`src/rtl/vxe_cu_intr_src_pkg.sv`:
```
// rtl/vxe_cu_intr_src_pkg.sv - shared FSM encodings and default parameters for the CU interrupt source
package vxe_cu_intr_src_pkg;

  typedef enum logic [1:0] {
    ST_IDLE  = 2'd0,
    ST_RUN   = 2'd1,
    ST_DRAIN = 2'd2,
    ST_DONE  = 2'd3
  } cu_state_e;

  localparam int DEF_NR_INT  = 4;
  localparam int DEF_ERR_BIT = 3;
  localparam int DEF_CNT_W   = 6;

  function automatic logic is_busy(cu_state_e s);
    return (s == ST_RUN) || (s == ST_DRAIN);
  endfunction

endpackage

```
`src/rtl/vxe_cu_intr_src_if.sv`:
```
// rtl/vxe_cu_intr_src_if.sv - decoder/issue handshakes and interrupt-unit outputs of the CU interrupt source
interface vxe_cu_intr_src_if #(
  parameter int NR_INT = 4,
  parameter int CNT_W  = 6
);
  logic              i_start;
  logic              i_intr_vld;
  logic [NR_INT-1:0] i_intr_vec;
  logic              o_intr_rdy;
  logic              i_stop_vld;
  logic              o_stop_rdy;
  logic              i_op_vld;
  logic              o_op_rdy;
  logic              i_op_done;
  logic              i_err;
  logic              o_cu_busy;
  logic [NR_INT-1:0] o_cu_intr;
  logic [CNT_W-1:0]  o_outst;

  modport master (
    output i_start, i_intr_vld, i_intr_vec, i_stop_vld, i_op_vld, i_op_done, i_err,
    input  o_intr_rdy, o_stop_rdy, o_op_rdy, o_cu_busy, o_cu_intr, o_outst
  );

  modport slave (
    input  i_start, i_intr_vld, i_intr_vec, i_stop_vld, i_op_vld, i_op_done, i_err,
    output o_intr_rdy, o_stop_rdy, o_op_rdy, o_cu_busy, o_cu_intr, o_outst
  );
endinterface

```
`src/rtl/vxe_cu_intr_src_outst_cnt.sv`:
```
// rtl/vxe_cu_intr_src_outst_cnt.sv - saturating-by-gating up/down counter of outstanding operations
module vxe_cu_intr_src_outst_cnt #(
  parameter int CNT_W = 6
) (
  input  logic             clk,
  input  logic             rst,
  input  logic             inc,
  input  logic             dec,
  output logic [CNT_W-1:0] cnt,
  output logic             full,
  output logic             zero
);
  localparam logic [CNT_W-1:0] CNT_MAX = '1;
  localparam logic [CNT_W-1:0] CNT_ONE = {{(CNT_W-1){1'b0}}, 1'b1};

  logic inc_ok;
  logic dec_ok;

  assign full   = (cnt == CNT_MAX);
  assign zero   = (cnt == '0);
  assign inc_ok = inc && !full;
  assign dec_ok = dec && !zero;

  always_ff @(posedge clk or posedge rst) begin
    if (rst) begin
      cnt <= '0;
    end else if (inc_ok && !dec_ok) begin
      cnt <= cnt + CNT_ONE;
    end else if (dec_ok && !inc_ok) begin
      cnt <= cnt - CNT_ONE;
    end
  end

  // A completion with nothing outstanding means the functional units and CU disagree.
  a_no_underflow: assert property (@(posedge clk) disable iff (rst) !(dec && zero));

endmodule

```
`src/rtl/vxe_cu_intr_src.sv`:
```
// rtl/vxe_cu_intr_src.sv - tracks one CU program run and presents accumulated interrupt bits when it ends
module vxe_cu_intr_src
  import vxe_cu_intr_src_pkg::*;
#(
  parameter int NR_INT  = DEF_NR_INT,
  parameter int ERR_BIT = DEF_ERR_BIT,
  parameter int CNT_W   = DEF_CNT_W
) (
  input  logic               clk,
  input  logic               rst,
  vxe_cu_intr_src_if.slave   bus
);
  cu_state_e         state;
  cu_state_e         state_nxt;
  logic [NR_INT-1:0] pending;
  logic [NR_INT-1:0] pending_nxt;
  logic [NR_INT-1:0] cu_intr_q;
  logic              busy_q;
  logic              run_q;
  logic              intr_acc;
  logic              stop_acc;
  logic              op_acc;
  logic              err_hit;
  logic              cnt_full;
  logic              cnt_zero;
  logic [CNT_W-1:0]  cnt;

  assign intr_acc = bus.i_intr_vld && run_q;
  assign stop_acc = bus.i_stop_vld && run_q;
  assign op_acc   = bus.i_op_vld && run_q && !cnt_full;
  assign err_hit  = bus.i_err && busy_q;

  always_comb begin
    state_nxt = state;
    case (state)
      ST_IDLE:  if (bus.i_start) state_nxt = ST_RUN;
      ST_RUN:   if (stop_acc || bus.i_err) state_nxt = ST_DRAIN;
      ST_DRAIN: if (cnt_zero) state_nxt = ST_DONE;
      ST_DONE:  state_nxt = ST_IDLE;
      default:  state_nxt = ST_IDLE;
    endcase
  end

  // DONE is the last cycle of a run, so pending empties as the FSM returns to IDLE.
  always_comb begin
    pending_nxt = pending;
    if (intr_acc) pending_nxt = pending_nxt | bus.i_intr_vec;
    if (err_hit) pending_nxt[ERR_BIT] = 1'b1;
    if (state == ST_DONE) pending_nxt = '0;
  end

  // Outputs are registered from the next state so they line up with the state register.
  always_ff @(posedge clk or posedge rst) begin
    if (rst) begin
      state     <= ST_IDLE;
      pending   <= '0;
      busy_q    <= 1'b0;
      run_q     <= 1'b0;
      cu_intr_q <= '0;
    end else begin
      state     <= state_nxt;
      pending   <= pending_nxt;
      busy_q    <= is_busy(state_nxt);
      run_q     <= (state_nxt == ST_RUN);
      cu_intr_q <= (state_nxt == ST_DONE) ? pending_nxt : '0;
    end
  end

  vxe_cu_intr_src_outst_cnt #(
    .CNT_W (CNT_W)
  ) u_outst_cnt (
    .clk  (clk),
    .rst  (rst),
    .inc  (op_acc),
    .dec  (bus.i_op_done),
    .cnt  (cnt),
    .full (cnt_full),
    .zero (cnt_zero)
  );

  assign bus.o_intr_rdy = run_q;
  assign bus.o_stop_rdy = run_q;
  assign bus.o_op_rdy   = run_q && !cnt_full;
  assign bus.o_cu_busy  = busy_q;
  assign bus.o_cu_intr  = cu_intr_q;
  assign bus.o_outst    = cnt;

endmodule
```
`src/flat_wrapper.sv`:
```
// flat-port wrapper written by rule: the top's interface ports become plain ports
module vxe_cu_intr_src_flat import vxe_cu_intr_src_pkg::*;
#(
  parameter int NR_INT  = DEF_NR_INT,
  parameter int ERR_BIT = DEF_ERR_BIT,
  parameter int CNT_W   = DEF_CNT_W
)
  (clk, rst, bus_i_start, bus_i_intr_vld, bus_i_intr_vec, bus_i_stop_vld, bus_i_op_vld, bus_i_op_done, bus_i_err, bus_o_intr_rdy, bus_o_stop_rdy, bus_o_op_rdy, bus_o_cu_busy, bus_o_cu_intr, bus_o_outst);
  vxe_cu_intr_src_if #(.NR_INT(NR_INT), .CNT_W(CNT_W)) bus_i ();
  input  logic clk;
  input  logic rst;
  input wire logic [$bits(bus_i.i_start)-1:0] bus_i_start;
  input wire logic [$bits(bus_i.i_intr_vld)-1:0] bus_i_intr_vld;
  input wire logic [$bits(bus_i.i_intr_vec)-1:0] bus_i_intr_vec;
  input wire logic [$bits(bus_i.i_stop_vld)-1:0] bus_i_stop_vld;
  input wire logic [$bits(bus_i.i_op_vld)-1:0] bus_i_op_vld;
  input wire logic [$bits(bus_i.i_op_done)-1:0] bus_i_op_done;
  input wire logic [$bits(bus_i.i_err)-1:0] bus_i_err;
  output wire logic [$bits(bus_i.o_intr_rdy)-1:0] bus_o_intr_rdy;
  output wire logic [$bits(bus_i.o_stop_rdy)-1:0] bus_o_stop_rdy;
  output wire logic [$bits(bus_i.o_op_rdy)-1:0] bus_o_op_rdy;
  output wire logic [$bits(bus_i.o_cu_busy)-1:0] bus_o_cu_busy;
  output wire logic [$bits(bus_i.o_cu_intr)-1:0] bus_o_cu_intr;
  output wire logic [$bits(bus_i.o_outst)-1:0] bus_o_outst;
  assign bus_i.i_start = bus_i_start;
  assign bus_i.i_intr_vld = bus_i_intr_vld;
  assign bus_i.i_intr_vec = bus_i_intr_vec;
  assign bus_i.i_stop_vld = bus_i_stop_vld;
  assign bus_i.i_op_vld = bus_i_op_vld;
  assign bus_i.i_op_done = bus_i_op_done;
  assign bus_i.i_err = bus_i_err;
  assign bus_o_intr_rdy = bus_i.o_intr_rdy;
  assign bus_o_stop_rdy = bus_i.o_stop_rdy;
  assign bus_o_op_rdy = bus_i.o_op_rdy;
  assign bus_o_cu_busy = bus_i.o_cu_busy;
  assign bus_o_cu_intr = bus_i.o_cu_intr;
  assign bus_o_outst = bus_i.o_outst;
  vxe_cu_intr_src #(.NR_INT(NR_INT), .ERR_BIT(ERR_BIT), .CNT_W(CNT_W)) u_core (.clk(clk), .rst(rst), .bus(bus_i));
endmodule
```
`config.mk`:
```
export PLATFORM = sky130hd
export DESIGN_NAME = vxe_cu_intr_src_flat
export DESIGN_NICKNAME = d
export VERILOG_FILES = /design/src/rtl/vxe_cu_intr_src_pkg.sv /design/src/rtl/vxe_cu_intr_src_if.sv /design/src/rtl/vxe_cu_intr_src_outst_cnt.sv /design/src/rtl/vxe_cu_intr_src.sv /design/src/flat_wrapper.sv
export SDC_FILE = /design/constraint.sdc
export NUM_CORES = 1
export LEC_CHECK = 0
export CAP_MARGIN = 20
export CORE_MARGIN = 10
export CORE_UTILIZATION = 25
export CTS_CLUSTER_SIZE = 30
export DETAILED_ROUTE_END_ITERATION = 12
export SLEW_MARGIN = 20
export SYNTH_ARGS = -nofsm -noshare
export SYNTH_HDL_FRONTEND = slang
export SYNTH_HIERARCHICAL = 1
export SYNTH_SLANG_ARGS = --single-unit
```
`constraint.sdc`:
```
create_clock -name clk -period 6.8 [get_ports clk]
set_input_delay 1.02 -clock clk [delete_from_list [all_inputs] [get_ports clk]]
set_output_delay 1.02 -clock clk [all_outputs]
set_load 0.01 [all_outputs]
```
==> impl_metrics.yaml, run 1 <==
synth:
  netlist_area_um2: 996
  synth_mux_area_frac: 0.0113
  synthArstFlopShare: 1.00
  yosysMostFrequentCell: "dfrtp_1"
  syn_nets: 113
  netlist.area_leader.share: 0.452
  synth_edf_count: 0
  synthTopCellsByArea: "dfrtp_1 (45%), ha_1 (8.8%), a21oi_1 (4.5%)"
  synth_top_family_by_area: "compound AO/OA/AOI/OAI gates"
  synth-main-ff-cell: "dfrtp_1"
  synthTopCellsByCount: "dfrtp_1 (18), a21oi_1 (9), ha_1 (7)"
  yosysSeqAreaShare: 0.452
  syn_avg_cell_area_um2: 10.7
  ys_seq_elements: 18
  synth_xor_area_frac: 0.0352
  ys_types: 39
  synth_warnings: 6
  syn_inst: 93
  synth_compound_area_frac: 0.200
  synthSimpleGateAreaFrac: 0.153
  synthAdderAreaFrac: 0.108
  yosysTopAreaCell: "dfrtp_1"
clock_network:
  cts_made_buffers: 3
  htreeDepth: 1
  cts_tree: "built"
  clockBufferDepth: 2
  cts-hold-fix-buffers: 0
  path_clk_slew_ps: 70
  clock_sinks: 18
  post-cts-setup-buffers: 0
  cts_root_buffer: "clkbuf_8"
  insertion_delay_ps: 250
  cts-resized-gates: 0
critical_path:
  worst_path_dominant_cell_family: "adder cells"
  reg2regPathDepth: 10
  rr_endpoint: "u_core/u_outst_cnt/cnt[5]"
  cp.required_ps: 6940
  slowest_delay_ps: 460
  critPathKind: "in2reg"
  r2r_setup_slack_ps: 3800
  reg2reg_from: "u_core/u_outst_cnt/cnt[0]"
  cp-end-kind: "register"
  cp_num_buf_inv: 2
  crit_path_top_delay_cell: "clkdlybuf4s50_1"
  cpMostUsedCell: "ha_1"
  worstSetupStartpointType: "primary input"
  cp_max_fo: 5
  path_cells: "clkdlybuf4s50_1, and2_1, nor2b_1, ha_1, inv_1, ha_1, o211ai_1, or3b_1, nand4_1, a221o_1"
  crit_arrival_ps: 3320
run_status:
  status: "complete, no violations"
pwr:
  finalPower_mw: 0.594
  max-vdd-ir-drop_mv: 0.234
  power.density_mw_per_mm2: 446
  p_leak_nw: 0.558
floorplanning:
  rows: 22
  fp.dieW_um: 83.1
  die_area_mm2: 0.00691
  io_pins: 26
  fp.coreArea_mm2: 0.00374
  die_y_um: 83.1
  initial_core_util: 0.266
timing:
  setup_viol: 0
  rsz0062_at_grt: "no"
  fmax_mhz: 314
  drv_slew: 0
  setup-tns-final_ps: 0
  max-slew-margin-rel: 0.705
  tightest_slew_ps: 442
  period_needed_ps: 3180
  fin_crit_sh: 0.468
  setup_ws_ps: 3620
  fin_skew_ps: 4.87
  finalHoldViolations: 0
route:
  avgRoutedWirePerCell_um: 14.4
  vias: 793
  drtAntennaViolNets: 0
  wl_mm: 2.39
  drtIter0Drc: 58
  avgViaCountPerCell: 4.78
  drcViolationCount: 0
  first_pass_iters: 4
global_routing:
  grt_pass1_wl_mm: 4.00
  grt-ovfl-total: 0
  antenna_found_initial: 0
  track_usage: 0.0688
  grt_pass1_vias: 841
  grt_start_max_net_pins: 13
finish:
  nets: 139
  area_growth_pct: 33.8
  fin_cells: 166
  regArea_um2: 450
  multi_input_area_um2: 505
  drive_above_1_share: 0.0847
  fillCellCount: 388
  antenna_cells: 0
placement:
  dpl.hpwl_mm: 1.82
  dpl.cell_count: 162
  gp_congestion: 0.776
  portBuffers: 25
  dpl_worst_slack_ps: 3390
job:
  cap_violations: 0
min_path:
  hold_start: "u_core/pending[0]"
  hp-class: "reg2reg"
  min_to: "u_core/bus.o_cu_intr[0]"
  holdPathStages: 2
-- metal layers --
layer  vias up  GRT usage  wire, um
li1        385          -         -
met1       385     0.0806      1100
met2        21      0.107      1100
met3         2     0.0342       180
met4         0     0.0215         6
met5         -          0         0
-- area by class of cell --
type,count,share of cell area
repair buffers,25,0.188
flip-flops and latches,18,0.338
well taps,48,0.0451
inverters,3,0.00845
multi-input cells,68,0.379
clock buffers,4,0.0413
-- registers in the layout, indices dropped and copies added, names as in the netlist --
name	flops
u_core/bus.o_cu_busy	1
u_core/bus.o_cu_intr	4
u_core/bus.o_intr_rdy	1
u_core/pending	4
u_core/state	2
u_core/u_outst_cnt/cnt	6
-- kinds of logic after synthesis --
group                    Yosys count
multiplexers                       1
AND/OR/NAND/NOR                   26
flip-flops                        18
buffers and inverters              7
adder cells (fa/ha/maj)            8
XOR/XNOR                           4
AO/OA/AOI/OAI                     29
-- placed cells by master (no fill, tap or decap), types with 2 or more instances in the layout --
cell,Yosys,routed
o21ai_0,4,4
nand2b_1,2,2
a31oi_1,3,3
nor2_1,5,5
ha_1,7,7
or3b_1,2,2
dfrtp_1,18,18
clkdlybuf4s50_1,0,25
a21oi_1,9,9
nand2_1,4,4
nor2b_1,2,2
nand4_1,2,2
inv_1,3,3
o211ai_1,2,2
xor2_1,2,2
clkbuf_8,0,4
xnor2_1,2,2
a21o_1,2,2
-- through the flow --
| stage | util | instance area, um2 | hold WS [ps] |
|---|---|---|---|
| 6_report | 0.356 | 1330 | 505 |
| 4_1_cts | 0.356 | 1330 | 510 |
| 5_1_grt | 0.356 | 1330 | 560 |
| 2_1_floorplan | - | 996 | 464 |
| 3_3_place_gp | 0.341 | 1280 | 489 |
| 3_5_place_dp | 0.341 | 1280 | 490 |
-- worst max-delay path by stage --
stage	slack [ps]	start	cells past startpoint	end
after global placement	3480	bus_i_op_vld	10	u_core/u_outst_cnt/cnt[5]
after detailed placement	3390	bus_i_op_vld	10	u_core/u_outst_cnt/cnt[5]
after CTS	3650	bus_i_op_vld	10	u_core/u_outst_cnt/cnt[5]
final	3620	bus_i_op_vld	10	u_core/u_outst_cnt/cnt[5]
after floorplan	4040	bus_i_op_vld	9	u_core/u_outst_cnt/cnt[5]
after global routing	3490	bus_i_op_vld	10	u_core/u_outst_cnt/cnt[5]
-- where the power goes --
group	switching [mW]	total (mW)	internal [mW]	leakage, nW
sequential	0.0565	0.209	0.152	0.225
clock	0.0331	0.0844	0.0513	0.0288
combinational	0.142	0.301	0.159	0.304
-- worst reg2reg max path: cells and delay by family, from the launching register on --
family                     cells  cell delay, ps
and+or+nand+nor                5            1120
adders and majority gates      2             590
AOI/OAI and AO/OA              2             570
DFF                            1             480
buffers and inverters          1             140
(Power assumes the default switching activity.)
==> run 2: changes to the inputs <==
==> constraint.sdc (replaced) <==
create_clock -name clk -period 3.1 [get_ports clk]
set_input_delay 0.465 -clock clk [delete_from_list [all_inputs] [get_ports clk]]
set_output_delay 0.465 -clock clk [all_outputs]
set_load 0.01 [all_outputs]
==> run 2 against run 1 <==
  * Clock power is 120% higher
  * Global-route usage grew 0.18 points
  * Register-to-register slack got worse by 3600 ps
  * Critical path type is now reg2reg
  * Highest routed layer unchanged
  * Clock-buffer cell count did not move
  * Utilization up 0.80 points
  * Total power increased by 130%
  * Sequential power is 120% higher
==> impl_metrics.yaml, run 2 (synthesis gave the netlist of run 1 again) <==
timing:
  setup-tns-final_ps: 0
  fin_crit_sh: 0.939
  rsz0062_at_grt: "no"
  finalHoldViolations: 0
  tightest_slew_ps: 439
  period_needed_ps: 2910
  max-slew-margin-rel: 0.707
  drv_slew: 0
  setup_viol: 0
  fmax_mhz: 344
  fin_skew_ps: 0.730
finish:
  area_growth_pct: 36.8
  fin_cells: 167
  nets: 140
  layout_common_cells: "clkdlybuf4s50_1 (25), dfrtp_1 (18), a21oi_1 (9), nor2_1 (5), ha_1 (5)"
  fillCellCount: 403
  largest_reg_flops: 6
  antenna_cells: 0
  regMostFlops: "u_core/u_outst_cnt/cnt"
  layout_commonest_cell: "clkdlybuf4s50_1"
  drive_above_1_share: 0.109
global_routing:
  grt_pass1_vias: 840
  antenna_found_initial: 0
  grt_start_max_net_pins: 13
  track_usage: 0.0706
  grt-ovfl-total: 0
  grt_pass1_wl_mm: 4.14
clock_network:
  htreeDepth: 1
  insertion_delay_ps: 250
  cts_made_buffers: 3
  cts-hold-fix-buffers: 0
  clockBufferDepth: 2
  cts_root_buffer: "clkbuf_8"
  path_clk_slew_ps: 60
  cts_tree: "built"
  clock_sinks: 18
floorplanning:
  fp.coreArea_mm2: 0.00374
  fp.dieW_um: 83.1
  initial_core_util: 0.266
  die_area_mm2: 0.00691
  die_y_um: 83.1
  rows: 22
  io_pins: 26
pwr:
  max-vdd-ir-drop_mv: 0.425
  p_leak_nw: 0.562
  finalPower_mw: 1.35
  power.density_mw_per_mm2: 989
critical_path:
  critPathKind: "reg2reg"
  crit_start: "u_core/u_outst_cnt/cnt[4]"
  worstSetupStartpointType: "register"
  cp_max_fo: 5
  crit_path_top_delay_cell: "or4_1"
  cp.required_ps: 3230
  slowest_delay_ps: 550
  reg2regPathDepth: 10
  cp_num_buf_inv: 1
  reg2reg_from: "u_core/u_outst_cnt/cnt[4]"
  path_cells: "or4_1, nor3_2, nand2b_1, ha_2, inv_1, ha_1, a211oi_4, or3b_1, nand4_1, a221o_1"
  worst_path_dominant_cell_family: "simple AND/OR/NAND/NOR gates"
  cp-end-kind: "register"
  cp_num_cells: 10
  crit_arrival_ps: 3050
job:
  cap_violations: 0
route:
  wl_mm: 2.40
  vias: 799
  avgRoutedWirePerCell_um: 14.3
  drtAntennaViolNets: 0
  avgViaCountPerCell: 4.78
  drcViolationCount: 0
  drtIter0Drc: 50
  first_pass_iters: 4
run_status:
  status: "complete, no violations"
placement:
  gp_congestion: 0.893
  dpl.hpwl_mm: 1.84
  portBuffers: 25
  dpl.cell_count: 163
min_path:
  hp-class: "in2async"
run 2: final cells by class:
type	instances	area, um2	share of cell area
clock buffers	4	55.1	0.0404
inverters	3	11.3	0.00826
multi-input cells	68	528	0.388
flip-flops and latches	18	450	0.331
well taps	48	60.1	0.0441
repair buffers	26	258	0.189
run 2: timing repair:
item,in CTS,in global routing
setup endpoints to repair,0,1
setup buffers,0,0
resized for setup,0,3
run 2: per-layer routing:
metal	GRT usage	wire, um	vias up
li1	-	-	387
met5	0	0	-
met4	0.0231	6	0
met2	0.103	1070	28
met1	0.0906	1130	382
met3	0.0303	182	2
run 2: path summary, 6_finish.rpt:
kind,to,slack [ps]
hold reg to reg,u_core/bus.o_cu_intr[0],500
min in group clk,u_core/bus.o_cu_intr[0],500
max in group asynchronous,u_core/pending[2],2250
setup reg to reg,u_core/u_outst_cnt/cnt[5],190
hold / removal,u_core/u_outst_cnt/cnt[0],460
setup / recovery,u_core/u_outst_cnt/cnt[5],190
run 2: where the power goes:
group          total [mW]  internal, mW  switching, mW
logic               0.707         0.382          0.325
clock network       0.186         0.113         0.0733
registers           0.455         0.334          0.121
run 2: per-stage QoR:
stage	area, um2	hold WS [ps]	setup slack, ps	utilization
6_report	1360	464	189	0.364
5_1_grt	1360	498	5.96	0.364
4_1_cts	1340	474	140	0.358
3_5_place_dp	1280	499	158	0.343
3_3_place_gp	1280	489	233	0.343
2_1_floorplan	996	256	359	-
==> run 3: changes to the inputs <==
--- a/config.mk
+++ b/config.mk
@@ -5,11 +5,12 @@
 export SDC_FILE = /design/constraint.sdc
 export NUM_CORES = 1
 export LEC_CHECK = 0
-export CAP_MARGIN = 20
+export CAP_MARGIN = 40
 export CORE_MARGIN = 10
 export CORE_UTILIZATION = 25
 export CTS_CLUSTER_SIZE = 30
 export DETAILED_ROUTE_END_ITERATION = 12
+export DONT_BUFFER_PORTS = 1
 export SLEW_MARGIN = 20
 export SYNTH_ARGS = -nofsm -noshare
 export SYNTH_HDL_FRONTEND = slang
==> run 3 against run 2 <==
  * Die area is the same
  * Critical path depth unchanged
  * Utilization fell by 4.1 points
  * Sequential share of layout area rose by 4.4 points
  * Clock skew increased by 1.2 ps
  * Register-to-register slack worse by 80 ps
  * Routed wire length shrank 2.8%
  * Clock power about the same
  * First-iteration DRC count is the same
  * Cell count is 12% lower
  * Sequential power rose by 3%
  * Total power shrank 3.4%
==> impl_metrics.yaml, run 3 (synthesis gave the netlist of run 1 again) <==
route:
  vias: 724
  first_pass_iters: 4
  avgViaCountPerCell: 4.93
  wl_mm: 2.33
  drtAntennaViolNets: 0
  drcViolationCount: 0
  drtIter0Drc: 50
  avgRoutedWirePerCell_um: 15.8
job:
  cap_violations: 0
critical_path:
  cp.required_ps: 3240
  r2r_setup_slack_ps: 110
  cp_max_fo: 5
  slowest_delay_ps: 550
  reg2reg_from: "u_core/u_outst_cnt/cnt[4]"
  cp-end-kind: "register"
  worstSetupStartpointType: "register"
  path_cells: "or4_4, nor3_4, nand2b_4, ha_4, clkinvlp_4, ha_1, a211oi_4, or3b_1, nand4_1, a221o_1"
  rr_endpoint: "u_core/u_outst_cnt/cnt[5]"
  crit_arrival_ps: 3130
  reg2regPathDepth: 10
  critPathKind: "reg2reg"
  crit_path_top_delay_cell: "or4_4"
min_path:
  hp-class: "in2async"
clock_network:
  cts_made_buffers: 3
  insertion_delay_ps: 250
  cts-hold-fix-buffers: 0
  cts_tree: "built"
  path_clk_slew_ps: 70
  cts_root_buffer: "clkbuf_8"
  clockBufferDepth: 2
  htreeDepth: 1
  clock_sinks: 18
finish:
  post-route-util: 0.323
  largest_reg_flops: 6
  drive_above_1_share: 0.253
  area_growth_pct: 21.4
  layout_common_cells: "dfrtp_1 (16), a21oi_1 (9), buf_4 (6), nor2_1 (5)"
  layout_commonest_cell: "dfrtp_1"
  nets: 120
  regMostFlops: "u_core/u_outst_cnt/cnt"
  fillCellCount: 405
  antenna_cells: 0
  fin_cells: 147
placement:
  gp_congestion: 0.853
  dpl.hpwl_mm: 1.79
  portBuffers: 0
  dpl.cell_count: 141
global_routing:
  grt_pass1_wl_mm: 3.69
  grt_start_max_net_pins: 13
  grt-ovfl-total: 0
  grt_pass1_vias: 726
  track_usage: 0.0643
  antenna_found_initial: 0
floorplanning:
  initial_core_util: 0.266
  die_y_um: 83.1
  fp.dieW_um: 83.1
  die_area_mm2: 0.00691
  fp.coreArea_mm2: 0.00374
  rows: 22
  io_pins: 26
pwr:
  p_leak_nw: 0.498
  max-vdd-ir-drop_mv: 0.482
  power.density_mw_per_mm2: 1080
timing:
  fin_crit_sh: 0.963
  tightest_slew_ps: 452
  setup_viol: 0
  period_needed_ps: 2990
  finalHoldViolations: 0
  fmax_mhz: 335
  max-slew-margin-rel: 0.698
  drv_slew: 0
  fin_skew_ps: 1.90
run_status:
  status: "complete, no violations"
run 3: how the worst max path moves through the flow:
stage,from,to
after detailed placement,u_core/u_outst_cnt/cnt[4],u_core/u_outst_cnt/cnt[5]
after floorplan,u_core/u_outst_cnt/cnt[0],u_core/u_outst_cnt/cnt[5]
after global routing,u_core/u_outst_cnt/cnt[4],u_core/u_outst_cnt/cnt[5]
final,u_core/u_outst_cnt/cnt[4],u_core/u_outst_cnt/cnt[5]
after global placement,u_core/u_outst_cnt/cnt[4],u_core/u_outst_cnt/cnt[5]
after CTS,u_core/u_outst_cnt/cnt[4],u_core/u_outst_cnt/cnt[5]
run 3: cell type report:
type | instances | area (um2) | area share
Sequential cell | 18 | 453 | 0.375
Tap cell | 48 | 60.1 | 0.0497
Clock buffer | 4 | 55.1 | 0.0455
Timing Repair Buffer | 6 | 45.0 | 0.0373
Inverter | 3 | 15.0 | 0.0124
Multi-Input combinational cell | 68 | 581 | 0.480
run 3: per-layer routing:
metal	track usage	part of all wire
met5	0	0
met4	0.0138	0.0069
met3	0.0371	0.11
met2	0.0943	0.49
met1	0.0790	0.39
run 3: worst max-delay path, delay by kind of cell (launching register included):
kind	cells	cell delay, ps
fa+ha+maj	2	550
compound gates	2	530
flops	1	480
buf+inv	1	200
simple gates	5	1120
run 3: per-stage QoR:
step | setup TNS [ps] | area [um2] | total power, mW | worst slack (ps) | hold slack (ps)
4_1_cts | 0 | 1110 | 1.21 | 165 | 8.22
5_1_grt | -51.7 | 1210 | 1.43 | -51.7 | 15.1
3_3_place_gp | 0 | 1060 | 0.985 | 244 | 287
2_1_floorplan | 0 | 996 | 0.874 | 359 | 256
6_report | 0 | 1210 | 1.30 | 113 | 7.38
3_5_place_dp | 0 | 1060 | 1.01 | 180 | 289
run 3: timing repair:
action,in CTS,in global routing
buffers inserted,0,2
resized for setup,0,12
endpoints found under the setup margin,0,1
run 3: where the power goes:
group / switching [mW] / internal (mW) / leakage [nW]
Clock: 0.0763 / 0.113 / 0.0288
Combinational: 0.322 / 0.321 / 0.247
Sequential: 0.133 / 0.337 / 0.223
Total: 0.532 / 0.771 / 0.498
